===== config.mk =====
export PLATFORM = sky130hd
export DESIGN_NAME = sreg_link
export DESIGN_NICKNAME = d
export VERILOG_FILES = /design/src/rtl/sreg_link.sv
export SDC_FILE = /design/constraint.sdc
export NUM_CORES = 1
export LEC_CHECK = 0
export ABC_AREA = 1
export BUFFER_PORTS_ARGS = -buffer_cell sky130_fd_sc_hd__buf_4
export CORE_ASPECT_RATIO = 0.7
export CORE_MARGIN = 2
export CORE_UTILIZATION = 30
export CTS_CLUSTER_DIAMETER = 50
export DETAILED_ROUTE_END_ITERATION = 10
export GPL_ROUTABILITY_DRIVEN = 0
export REMOVE_ABC_BUFFERS = 1
export SETUP_SLACK_MARGIN = 0.3
export SYNTH_ARGS = -nofsm -noshare
export SYNTH_HDL_FRONTEND = slang
export SYNTH_SLANG_ARGS = --single-unit

===== constraint.sdc =====
create_clock -name clk -period 2.3 [get_ports clk]
set_clock_uncertainty 0.1 [all_clocks]
set_input_delay 0.46 -clock clk [delete_from_list [all_inputs] [get_ports clk]]
set_output_delay 0.46 -clock clk [all_outputs]
set_load 0.02 [all_outputs]

===== src/rtl/sreg_link.sv =====
// Free-running serial link to an external 74HC595/74HC165-style chain.
// Each frame loads a parallel word, shifts it out MSB first while capturing sdi, then strobes lock.
module sreg_link #(
    parameter int WIDTH   = 16,
    parameter int CLK_DIV = 18
) (
    input  logic             clk,
    input  logic             sclr,
    input  logic [WIDTH-1:0] data,
    output logic [WIDTH-1:0] data_old,
    output logic             sclk,
    output logic             sdo,
    output logic             lock,
    input  logic             sdi,
    output logic             frame_done,
    output logic             busy
);

    localparam int PW = $clog2(CLK_DIV);
    localparam int BW = (WIDTH > 1) ? $clog2(WIDTH) : 1;

    localparam logic [PW-1:0] PCNT_LAST = PW'(CLK_DIV - 1);
    localparam logic [PW-1:0] PCNT_RISE = PW'(CLK_DIV / 2 - 1);
    localparam logic [PW-1:0] PCNT_HALF = PW'(CLK_DIV / 2);
    localparam logic [PW-1:0] PCNT_ONE  = PW'(1);
    localparam logic [BW-1:0] BCNT_TOP  = BW'(WIDTH - 1);
    localparam logic [BW-1:0] BCNT_ONE  = BW'(1);

    typedef enum logic [1:0] {
        ST_LOAD  = 2'd0,
        ST_SHIFT = 2'd1,
        ST_LATCH = 2'd2
    } state_t;

    state_t           state_q, state_d;
    logic [PW-1:0]    pcnt_q, pcnt_d;
    logic [BW-1:0]    bcnt_q, bcnt_d;
    logic [WIDTH-1:0] txsh_q, txsh_d;
    logic [WIDTH-1:0] rxsh_q, rxsh_d;
    logic [WIDTH-1:0] data_old_q, data_old_d;
    logic             sclk_q, sclk_d;
    logic             sdo_q, sdo_d;
    logic             lock_q, lock_d;
    logic             busy_q, busy_d;
    logic             frame_done_q, frame_done_d;

    logic             pcnt_wrap;
    logic [WIDTH-1:0] tx_next;
    logic [WIDTH-1:0] rx_next;

    always_ff @(posedge clk) begin
        if (sclr) begin
            state_q      <= ST_LOAD;
            pcnt_q       <= '0;
            bcnt_q       <= BCNT_TOP;
            txsh_q       <= '0;
            rxsh_q       <= '0;
            data_old_q   <= '0;
            sclk_q       <= 1'b0;
            sdo_q        <= 1'b0;
            lock_q       <= 1'b0;
            busy_q       <= 1'b0;
            frame_done_q <= 1'b0;
        end else begin
            state_q      <= state_d;
            pcnt_q       <= pcnt_d;
            bcnt_q       <= bcnt_d;
            txsh_q       <= txsh_d;
            rxsh_q       <= rxsh_d;
            data_old_q   <= data_old_d;
            sclk_q       <= sclk_d;
            sdo_q        <= sdo_d;
            lock_q       <= lock_d;
            busy_q       <= busy_d;
            frame_done_q <= frame_done_d;
        end
    end

    always_comb begin
        state_d      = state_q;
        pcnt_d       = pcnt_q;
        bcnt_d       = bcnt_q;
        txsh_d       = txsh_q;
        rxsh_d       = rxsh_q;
        data_old_d   = data_old_q;
        sclk_d       = sclk_q;
        sdo_d        = sdo_q;
        lock_d       = lock_q;
        busy_d       = busy_q;
        frame_done_d = 1'b0;

        pcnt_wrap = (pcnt_q == PCNT_LAST);
        // Shift helpers written without part-selects so WIDTH=1 collapses cleanly.
        tx_next   = txsh_q << 1;
        rx_next   = (rxsh_q << 1) | WIDTH'(sdi);

        case (state_q)
            ST_LOAD: begin
                txsh_d  = data;
                pcnt_d  = '0;
                bcnt_d  = BCNT_TOP;
                sdo_d   = data[WIDTH-1];
                sclk_d  = 1'b0;
                lock_d  = 1'b0;
                busy_d  = 1'b1;
                state_d = ST_SHIFT;
            end

            ST_SHIFT: begin
                pcnt_d = pcnt_wrap ? '0 : pcnt_q + PCNT_ONE;
                sclk_d = (pcnt_d >= PCNT_HALF);
                // sdi is captured on the same clk that drives sclk high.
                if (pcnt_q == PCNT_RISE) begin
                    rxsh_d = rx_next;
                end
                if (pcnt_wrap) begin
                    if (bcnt_q == '0) begin
                        lock_d  = 1'b1;
                        state_d = ST_LATCH;
                    end else begin
                        bcnt_d = bcnt_q - BCNT_ONE;
                        txsh_d = tx_next;
                        sdo_d  = tx_next[WIDTH-1];
                    end
                end
            end

            ST_LATCH: begin
                pcnt_d = pcnt_wrap ? '0 : pcnt_q + PCNT_ONE;
                sclk_d = 1'b0;
                if (pcnt_wrap) begin
                    data_old_d   = rxsh_q;
                    frame_done_d = 1'b1;
                    lock_d       = 1'b0;
                    busy_d       = 1'b0;
                    state_d      = ST_LOAD;
                end
            end

            default: begin
                state_d = ST_LOAD;
            end
        endcase
    end

    assign data_old   = data_old_q;
    assign sclk       = sclk_q;
    assign sdo        = sdo_q;
    assign lock       = lock_q;
    assign busy       = busy_q;
    assign frame_done = frame_done_q;

endmodule


=== Word level (Yosys, flattened, before mapping) ===
Index checks and enable logic that the tools add are counted.

* Output and inout bits: 21
* Input bits: 19
* Register bits: 63
* Word-level logic and storage cells: 62

* Bitwise logic cells: 2
* Magnitude comparators: 1
* Reduce and logical (&&, ||, !) cells: 16
* $add $sub $neg: 2
* Multiplexer cells: 22
* Equality and inequality tests: 8

{| class="wikitable"
|+ Operators with widths
! kind !! number
|-
| 15-bit 2-to-1 mux || 2
|-
| 15-bit one-hot mux with 2 select lines || 1
|-
| 16-bit by 1-bit bitwise OR with 16-bit output || 1
|-
| 5-bit one-hot mux with 2 select lines || 1
|-
| 4-bit 2-to-1 mux || 2
|-
| 2-bit != test (second input constant) || 4
|-
| 4-bit one-hot mux with 2 select lines || 1
|-
| 2-bit nonzero test || 4
|-
| 1-bit 2-to-1 mux || 6
|-
| 2-bit 2-to-1 mux || 3
|-
| 1-bit one-hot mux with 2 select lines || 3
|-
| 2-bit one-hot mux with 3 select lines || 1
|-
| 2-bit AND reduction || 3
|-
| 3-bit AND reduction || 2
|-
| 2-bit OR reduction || 3
|-
| 5-bit by 1-bit adder with 5-bit output (second input constant) || 1
|-
| 5-bit by 4-bit equality test with 1-bit output (second input constant) || 1
|-
| 5-bit equality test (second input constant) || 1
|-
| 5-bit by 4-bit >= comparator with 1-bit output (second input constant) || 1
|-
| 5-bit 2-to-1 mux || 1
|-
| 4-bit logical NOT || 1
|-
| 4-bit AND reduction || 1
|-
| 4-bit by 1-bit subtractor with 4-bit output (second input constant) || 1
|-
| 1-bit one-hot mux with 3 select lines || 1
|-
| 5 further kinds || 5
|}

=== Depth between registers and ports, before layout ===
Gate-level depths: netlist of run 1.

* Word-level depth: 4
* Gate-level depth with buffers: 12
* Depth with buffers taken out: 11

=== Worst setup path before layout of run 1 ===
OpenSTA, ideal clock, no wires.

* Kind: reg-to-reg
* Start point: reg state_q[1]
* End point: reg sdo_q (netlist: sdo)
* Buffers on the path: 1
* Clock period less this slack: 1.614 ns
* Library setup time: 0.116 ns
* Arrival time: 1.398 ns
* Cell stages (with the launch flop): 9
* Path slack: 0.686 ns
* Required time: 2.084 ns
* Cell sequence: dfxtp_1 inv_1 ha_1 or2_2 nand3_4 inv_4 buf_6 nor2_1 nor2_1

* Word-level cells in the longest chain between the ends: 3
* Elaborated cells between the ends (all ways): 7
* Those cells by class: 3 x eq/ne; 1 x mux; 3 x reduce/logical

{| class="wikitable"
|+ RTL lines
! element !! RTL line !! source
|-
| start, declared || 35 || <nowiki>state_t state_q, state_d;</nowiki>
|-
| start signal, assigned || 65 || <nowiki>state_q <= state_d;</nowiki>
|-
| 2-bit by 1-bit equality test with 1-bit output or 2-bit logical NOT (tied branches) || 97 || <nowiki>case (state_q)</nowiki>
|-
| 2-bit != test (no line) or 2-bit nonzero test (tied branches) || n/a ||
|-
| 3-bit AND reduction (no line) || n/a ||
|-
| end signal, assigned || 72 || <nowiki>sdo_q <= sdo_d;</nowiki>
|-
| end, declared || 42 || <nowiki>logic sdo_q, sdo_d;</nowiki>
|}

Several ways; a longest one is shown, not always the timed one.
A chain may end at the register's enable or synchronous reset.

=== Worst setup path after layout of run 1 ===
* Start point: reg state_q[0]
* End point: reg bcnt_q[3]

* Word-level cells in the longest chain between the ends: 3
* Elaborated cells between the ends (all ways): 7
* Those cells by class: 3 x eq/ne; 1 x mux; 3 x reduce/logical

{| class="wikitable"
|+ RTL lines
! element !! RTL line !! source
|-
| 2-bit by 1-bit equality test with 1-bit output or 2-bit logical NOT (tied branches) || 97 ||
|-
| 2-bit != test (no line) or 2-bit nonzero test (tied branches) || n/a ||
|-
| 3-bit AND reduction (no line) || n/a ||
|-
| end signal, assigned || 67 || <nowiki>bcnt_q <= bcnt_d;</nowiki>
|-
| end, declared || 37 || <nowiki>logic [BW-1:0] bcnt_q, bcnt_d;</nowiki>
|}

Several ways; a longest one is shown, not always the timed one.

==> results of run 1 <==
-- registers in the layout, indices dropped and copies added (netlist names) --
signal / cells
bcnt_q: 4
sclk: 1
frame_done: 1
rxsh_q: 16
state_q: 2
lock: 1
txsh_q: 15
sdo: 1
pcnt_q: 5
busy: 1
data_old: 16
-- routing by layer --
| layer | part of all wire | up-vias |
|---|---|---|
| li1 | - | 1238 |
| met1 | 0.50 | 1027 |
| met2 | 0.42 | 41 |
| met3 | 0.064 | 9 |
| met4 | 0.015 | 0 |
| met5 | 0 | - |
-- placed cells by master, fill, tap and decap left out --
cell type / instances
nand2_1: 68
dfxtp_1: 63
o21ai_0: 53
buf_4: 45
inv_1: 37
nor2_1: 37
nand3_1: 30
a21oi_1: 29
clkbuf_16: 9
ha_1: 7
nand2_2: 2
nand4_1: 2
xor2_1: 2
nor3_1: 2
o21ai_1: 2
bufinv_16: 2
nand2_4: 1
or2_2: 1
nand3_4: 1
inv_6: 1
o211ai_1: 1
ha_2: 1
clkbuf_8: 1
clkinv_2: 1
clkbuf_1: 1
clkinv_4: 1
clkinvlp_4: 1
-- per-stage QoR --
stage,worst slack [ns],setup TNS (ns),hold slack [ns]
6_report,0.475,0,0.285
5_1_grt,0.318,0,0.282
4_1_cts,0.380,0,0.270
3_5_place_dp,0.265,0,0.338
3_3_place_gp,0.406,0,0.334
2_1_floorplan,-0.312,-4.91,0.326
-- how the worst max path moves through the flow --
stage,endpoint,slack (ns),cells past startpoint
after floorplan,rxsh_q[0],-0.31,7
after CTS,bcnt_q[2],0.38,10
final,bcnt_q[3],0.47,7
after global placement,data_old[13],0.41,7
after global routing,rxsh_q[9],0.32,8
after detailed placement,data_old[9],0.27,7
-- layout make-up --
cell class | instances | share of cell area
inverter | 38 | 0.0436
clock inverter | 5 | 0.0240
tap | 120 | 0.0444
multi-input combinational | 239 | 0.344
clock buffer | 11 | 0.0717
sequential | 63 | 0.373
timing repair buffer | 45 | 0.0999
-- cells by family (layout without fill, tap and decap cells) --
logic type               count (synthesis)  in the layout  share of synthesized area
AO/OA/AOI/OAI                           85             85                      0.161
flip-flops                              63             63                      0.474
XOR/XNOR                                 2              2                    0.00658
buffers and inverters                   57             99                     0.0921
AND/OR/NAND/NOR                        144            144                      0.229
adder cells (fa/ha/maj)                  8              8                     0.0376
-- where the power goes --
part	switching (uW)	internal, uW	total (uW)
registers	100	1290	1390
logic	807	414	1220
clock network	485	977	1460
==> qor.csv, run 1 <==
metric;value;unit
outcome;completed;
slowest_delay;0.36;ns
synth_area_leaders;dfxtp_1, o21ai_0, nand2_1;
hold_start;sclr;
clk_latency;0.33;ns
diodes;0;
synthCells;359;
dr.pass1.iters;4;
use_met1;0.167;
drive_above_1_share;0.167;
whs_endpoint;lock;
use_met2;0.187;
synth-main-ff-cell;dfxtp_1;
avgRoutedWirePerCell;11.4;microns
dpl_cell_area;3050;sq um
met3_usage;0.0606;
path_delay_family;simple AND/OR/NAND/NOR gates;
p_leak;0.00147;uW
hold_viol_final;0;
place_inst;505;
fp.dieH;82.8;microns
worstPathArrival;1.93;ns
final_cell_area;3380;sq um
synth_common_cells;nand2_1, dfxtp_1, o21ai_0;
r2r_slack;0.47;ns
ctsHoldBuffers;0;
syn_avg_cell_area;7.41;sq um
grt_pass1_vias;2110;
timing.rr.start;state_q[0];
worst_pin_slew;0.335;ns
synth.distinct_cells;23;
r2r_cells;7;
cts_made_buffers;9;
antenna_found_initial;0;
first_iter_violations;148;
core-area;8550;sq um
max_freq;548;MHz
cts_max_path_buffers;2;
hold_class;input pin to flip-flop;
drt_wl_total;5940;microns
synth_most_common_cell;nand2_1;
synth_seq_area_share;0.474;
setup_violations;0;
via_count;2315;
ios;40;
crit_buf_inv;2;
drv_cap;0;
antenna_left;0;
crit_path_start;state_q[0];
timing.rr.end;bcnt_q[3];
p_total;4080;uW
synth.largest_area_cell;dfxtp_1;
synth_top_area_share;0.474;
postCtsSetupBuffers;0;
worst_setup_path_end_kind;flip-flop;
drv_slew;0;
io_buffers;39;
ctsRootBufferMaster;clkbuf_16;
path_clk_slew;0.05;ns
multi_input_area;1160;sq um
critical_path_required;2.40;ns
dpl.hpwl;3760;microns
cts_tree;built;
slew_headroom;0.776;
netlist_area;2660;sq um
rsz0062_at_grt;false;
fin_nets;423;
grt_pass1_wl;9700;microns
cts.sinks;63;
worstPathCellList;inv_1 -> ha_1 -> or2_2 -> nand3_4 -> inv_6 -> o21ai_0 -> o211ai_1;
start_util;0.311;
die_area;9650;sq um
slowest_stage;dfxtp_1;
ctsResizeCount;1;
ff_latch_area;1260;sq um
finalCoreUtilization;0.396;
synth_seq_cells;63;
max-vdd-ir-drop;407;uV
async_flop_share;0;
holdPathStages;2;
avgViaCountPerCell;4.44;
grt_overflow;0;
areaGrowthSynthToFinish;27.1;%
instances_no_fill;521;
grt_max_degree;33;
fillers;942;
finalCriticalPeriod;1.83;ns
top_usage_layer;met2;
drc;0;
power_density;1200;nW/um^2
gr-usage-all-layers;0.130;
htreeDepth;3;
crit_type;flip-flop to flip-flop;
synth_edf_count;0;
yosysWarnings;0;
num_rows;28;
cp_max_fo;19;
start_kind;flip-flop;
die_w;117;microns
finalCritPeriodShare;0.794;
Note: power is estimated with default switching activity, not from simulation.
==> inputs of run 2 (changes only) <==
clock period = 1.9 ns   (was 2.3 ns; I/O delays follow)
==> qor.csv, run 2 (synthesized netlist as in run 1, its figures left out) <==
metric;value;unit;change
place_inst;511;;was 505
power_density;1510;nW/um^2;was 1200 nW/um^2
grt_pass1_vias;2140;;was 2110
first_iter_violations;185;;was 148
setup_violations;0;;unchanged
slew_headroom;0.718;;was 0.776
fillers;907;;was 942
htreeDepth;3;;unchanged
crit_buf_inv;1;;was 2
antenna_left;0;;unchanged
holdPathStages;2;;unchanged
dpl.hpwl;4100;microns;was 3760 microns
worstPathArrival;1.73;ns;was 1.93 ns
critical_path_required;2.05;ns;was 2.40 ns
cts_tree;built;;unchanged
avgViaCountPerCell;4.47;;was 4.44
crit_type;flip-flop to flip-flop;;unchanged
p_leak;0.00155;uW;was 0.00147 uW
die_w;117;microns;unchanged
cp.depth;5;;was 7
drv_slew;0;;unchanged
grt_pass1_wl;9920;microns;was 9700 microns
diodes;0;;unchanged
finalCoreUtilization;0.421;;was 0.396
drt_wl_total;6170;microns;was 5940 microns
pre_cts_slack;0.100;ns;was 0.265 ns
start_kind;flip-flop;;unchanged
slowest_delay;0.39;ns;was 0.36 ns
hold_class;input pin to flip-flop;;unchanged
hold_viol_final;0;;unchanged
cts.sinks;63;;unchanged
layout_commonest_cell;nand2_1;;unchanged
io_buffers;39;;unchanged
cts_max_path_buffers;2;;unchanged
rsz0062_at_grt;true;;was false
cts_made_buffers;9;;unchanged
fp.dieH;82.8;microns;unchanged
dr.pass1.iters;4;;unchanged
finalCritPeriodShare;0.833;;was 0.794
drc;0;;unchanged
gr-usage-all-layers;0.131;;was 0.130
path_delay_family;simple AND/OR/NAND/NOR gates;;unchanged
fin_nets;437;;was 423
outcome;completed;;unchanged
clk_latency;0.33;ns;about the same
layout_common_cells;nand2_1, dfxtp_1, buf_4;;was nand2_1, dfxtp_1, o21ai_0
cp_max_fo;8;;was 19
core-area;8550;sq um;unchanged
ctsRootBufferMaster;clkbuf_16;;unchanged
path_clk_slew;0.05;ns;about the same
drv_cap;0;;unchanged
final.setup.worst_slack;0.318;ns;was 0.475 ns
num_rows;28;;unchanged
worst_pin_slew;0.422;ns;was 0.335 ns
slowest_stage;nor2_1;;was dfxtp_1
max_freq;632;MHz;was 548 MHz
p_total;5420;uW;was 4080 uW
avgRoutedWirePerCell;11.5;microns;was 11.4 microns
r2r_cells;5;;was 7
die_area;9650;sq um;unchanged
grt_overflow;0;;unchanged
ios;40;;unchanged
start_util;0.311;;unchanged
instances_no_fill;535;;was 521
worstPathCellList;buf_4 -> ha_1 -> nor2_1 -> nand3_1 -> a21oi_1;;was inv_1 -> ha_1 -> or2_2 -> nand3_4 -> inv_6 -> o21ai_0 -> o211ai_1
max-vdd-ir-drop;529;uV;was 407 uV
finalCriticalPeriod;1.58;ns;was 1.83 ns
areaGrowthSynthToFinish;35.1;%;was 27.1%
grt_max_degree;33;;unchanged
via_count;2392;;was 2315
antenna_found_initial;0;;unchanged
worst_setup_path_end_kind;flip-flop;;unchanged
drive_above_1_share;0.251;;was 0.167
run 2: changes by cell type in the layout (fill, tap and decap cells not counted), moves of 5 or more:
| cell | before | now |
|---|---|---|
| o21ai_0 | 53 | 28 |
| o21ai_1 | 2 | 20 |
| o21ai_2 | 0 | 7 |
| buf_4 | 45 | 51 |
| buf_6 | 0 | 6 |
| inv_1 | 37 | 32 |
| inv_2 | 0 | 5 |
run 2: cell type report:
type / instances / area (sq um) / area share
multi-input combinational: 239 / 1240 / 0.344
tap: 120 / 150 / 0.0418
clock buffer: 12 / 246 / 0.0685
timing repair buffer: 59 / 490 / 0.136
sequential: 63 / 1270 / 0.354
clock inverter: 4 / 45.0 / 0.0125
inverter: 38 / 155 / 0.0431
run 2: power by group:
| part | leakage [uW] | total [uW] | internal, uW | switching, uW |
|---|---|---|---|---|
| Clock | 0.000146 | 1590 | 1040 | 551 |
| Combinational | 0.000893 | 2110 | 920 | 1190 |
| Sequential | 0.000515 | 1710 | 1580 | 131 |
run 2: routing by layer:
metal	track usage	wire length, microns	vias up
li1	-	-	1263
met3	0.0613	434	5
met4	0.0417	65	0
met1	0.173	3040	1065
met2	0.190	2630	59
met5	0	0	-
run 2: metrics by stage:
step | setup TNS [ns] | hold WS, ns | cell area (sq um)
floorplan | -11.31 | 0.326 | 2560
global placement | 0 | 0.335 | 3090
detailed placement | 0 | 0.339 | 3090
CTS | 0 | 0.190 | 3440
global route | 0 | 0.199 | 3600
finish | 0 | 0.202 | 3600
run 2: what timing repair did:
item / CTS / global route
resized for setup: 17 / 52
cloned: 0 / 1
endpoints found under the hold margin: 0 / 0
buffers inserted: 2 / 5
hold buffers: 0 / 0
setup endpoints to repair: 56 / 52
pin swaps: 2 / 4
run 2: path summary, 6_finish.rpt:
kind	from	to	slack, ns
setup / recovery	state_q[1]	pcnt_q[0]	0.32
hold / removal	sclr	txsh_q[0]	0.20
setup reg to reg	state_q[1]	pcnt_q[0]	0.32
hold reg to reg	txsh_q[1]	txsh_q[1]	0.35
==> inputs of run 3 (changes only) <==
clock period = 1.45 ns   (was 1.9 ns; I/O delays follow)
==> qor.csv, run 3 (synthesized netlist as in run 1, its figures left out) <==
metric;value;unit;change
outcome;finished with violations;;was completed
violations;negative setup slack;;
finalCritPeriodShare;1.10;;was 0.833
cts_made_buffers;9;;unchanged
avgViaCountPerCell;4.57;;was 4.47
drv_cap;0;;unchanged
cts_max_path_buffers;2;;unchanged
hold_viol_final;0;;unchanged
holdPathStages;2;;unchanged
cts_tree;built;;unchanged
start_util;0.311;;unchanged
num_rows;28;;unchanged
max-vdd-ir-drop;712;uV;was 529 uV
critical_path_required;1.61;ns;was 2.05 ns
timing.rr.start;state_q[1];;unchanged
drt_wl_total;6810;microns;was 6170 microns
worst_pin_slew;0.302;ns;was 0.422 ns
final_cell_area;4210;sq um;was 3600 sq um
drc;0;;unchanged
rsz0062_at_grt;true;;unchanged
r2r_slack;-0.14;ns;was 0.32 ns
worstPathArrival;1.75;ns;was 1.73 ns
use_met2;0.230;;was 0.190
drv_slew;0;;unchanged
use_met1;0.191;;was 0.173
dpl_cell_area;3260;sq um;was 3090 sq um
max_freq;629;MHz;was 632 MHz
pre_cts_slack;-0.332;ns;was 0.100 ns
place_inst;528;;was 511
r2r_cells;8;;was 5
setup_violations;50;;was 0
cts.sinks;63;;unchanged
gr-usage-all-layers;0.151;;was 0.131
instances_no_fill;556;;was 535
drive_above_1_share;0.498;;was 0.251
avgRoutedWirePerCell;12.2;microns;was 11.5 microns
htreeDepth;3;;unchanged
power_density;1750;nW/um^2;was 1510 nW/um^2
grt_overflow;0;;unchanged
fin_nets;459;;was 437
finalCriticalPeriod;1.59;ns;was 1.58 ns
crit_type;flip-flop to flip-flop;;unchanged
areaGrowthSynthToFinish;58.2;%;was 35.1%
hold_start;sclr;;unchanged
met3_usage;0.0796;;was 0.0613
core-area;8550;sq um;unchanged
diodes;0;;unchanged
layout_commonest_cell;nand2_1;;unchanged
whs_endpoint;pcnt_q[1];;was txsh_q[0]
path_clk_slew;0.05;ns;about the same
fp.dieH;82.8;microns;unchanged
grt_pass1_wl;11500;microns;was 9920 microns
start_kind;flip-flop;;unchanged
slew_headroom;0.798;;was 0.718
clk_latency;0.32;ns;was 0.33 ns
io_buffers;39;;unchanged
antenna_left;0;;unchanged
layout_common_cells;nand2_1, buf_4, dfxtp_1;;was nand2_1, dfxtp_1, buf_4
grt_max_degree;53;;was 33
ctsRootBufferMaster;clkbuf_16;;unchanged
p_leak;0.00176;uW;was 0.00155 uW
hold_class;input pin to flip-flop;;unchanged
grt_pass1_vias;2535;;was 2140
dpl.hpwl;3940;microns;was 4100 microns
via_count;2543;;was 2392
top_usage_layer;met2;;unchanged
dr.pass1.iters;4;;unchanged
final.setup.worst_slack;-0.140;ns;was 0.318 ns
cp_max_fo;6;;was 8
die_w;117;microns;unchanged
timing.rr.end;txsh_q[0];;was pcnt_q[0]
first_iter_violations;96;;was 185
antenna_found_initial;0;;unchanged
die_area;9650;sq um;unchanged
worst_setup_path_end_kind;flip-flop;;unchanged
ios;40;;unchanged
-- run 3: cell types whose count changed in the layout (fill, tap and decap cells not counted), sizes merged --
| cell | delta |
|---|---|
| inv | +2 |
| buf | +22 |
| clkinv | -3 |
| clkbuf | +1 |
| bufinv | -1 |
-- run 3: per-stage QoR --
stage               TNS [ns]  utilization  hold WS [ns]  power [uW]
finish                 -3.10        0.492         0.122        7370
global route           -7.96        0.492         0.113        7910
CTS                    -3.45        0.471        0.0925        7300
detailed placement     -9.29        0.381         0.347        4540
global placement       -8.00        0.381         0.341        4500
floorplan             -30.34            -         0.259        3620
-- run 3: final cells by class --
class	instances	area, sq um
Fill cell	844	4340
Multi-Input combinational cell	239	1540
Sequential cell	63	1290
Timing Repair Buffer	80	803
Clock buffer	14	254
Inverter	38	153
Tap cell	120	150
Timing Repair inverter	1	8.76
Clock inverter	1	5.00
-- run 3: worst max path at each step --
stage	to	startpoint
after global routing	txsh_q[5]	pcnt_q[1]
after CTS	txsh_q[3]	pcnt_q[1]
after detailed placement	rxsh_q[6]	state_q[1]
after floorplan	rxsh_q[0]	state_q[1]
after global placement	rxsh_q[8]	state_q[1]
final	txsh_q[0]	state_q[1]
-- run 3: timing repair --
item,CTS,global route
setup buffers,7,2
pin swaps,21,19
hold buffers,0,0
resized for setup,167,50
cloned,4,0
setup endpoints to repair,84,84
-- run 3: report_power, final --
group          leakage [uW]  total, uW  internal, uW  switching [uW]
clock network      0.000127       1870          1190             685
logic               0.00110       3250          1400            1840
registers          0.000525       2250          2070             179
total               0.00176       7370          4660            2710
-- run 3: metal layers --
layer  routed length [microns]  part of all wire  vias up
li1                          -                 -     1314
met5                         0                 0        -
met3                       504             0.074        8
met1                      3120              0.46     1175
met4                        73             0.011        0
met2                      3110              0.46       46
-- run 3: critical path: stages (launching register included) --
cell and delay [ns]:
dfxtp_2 0.33, inv_2 0.06, buf_6 0.12, ha_4 0.15, or2_4 0.23, nand3_4 0.17, buf_6 0.18, nand2_4 0.06
a21oi_2 0.14
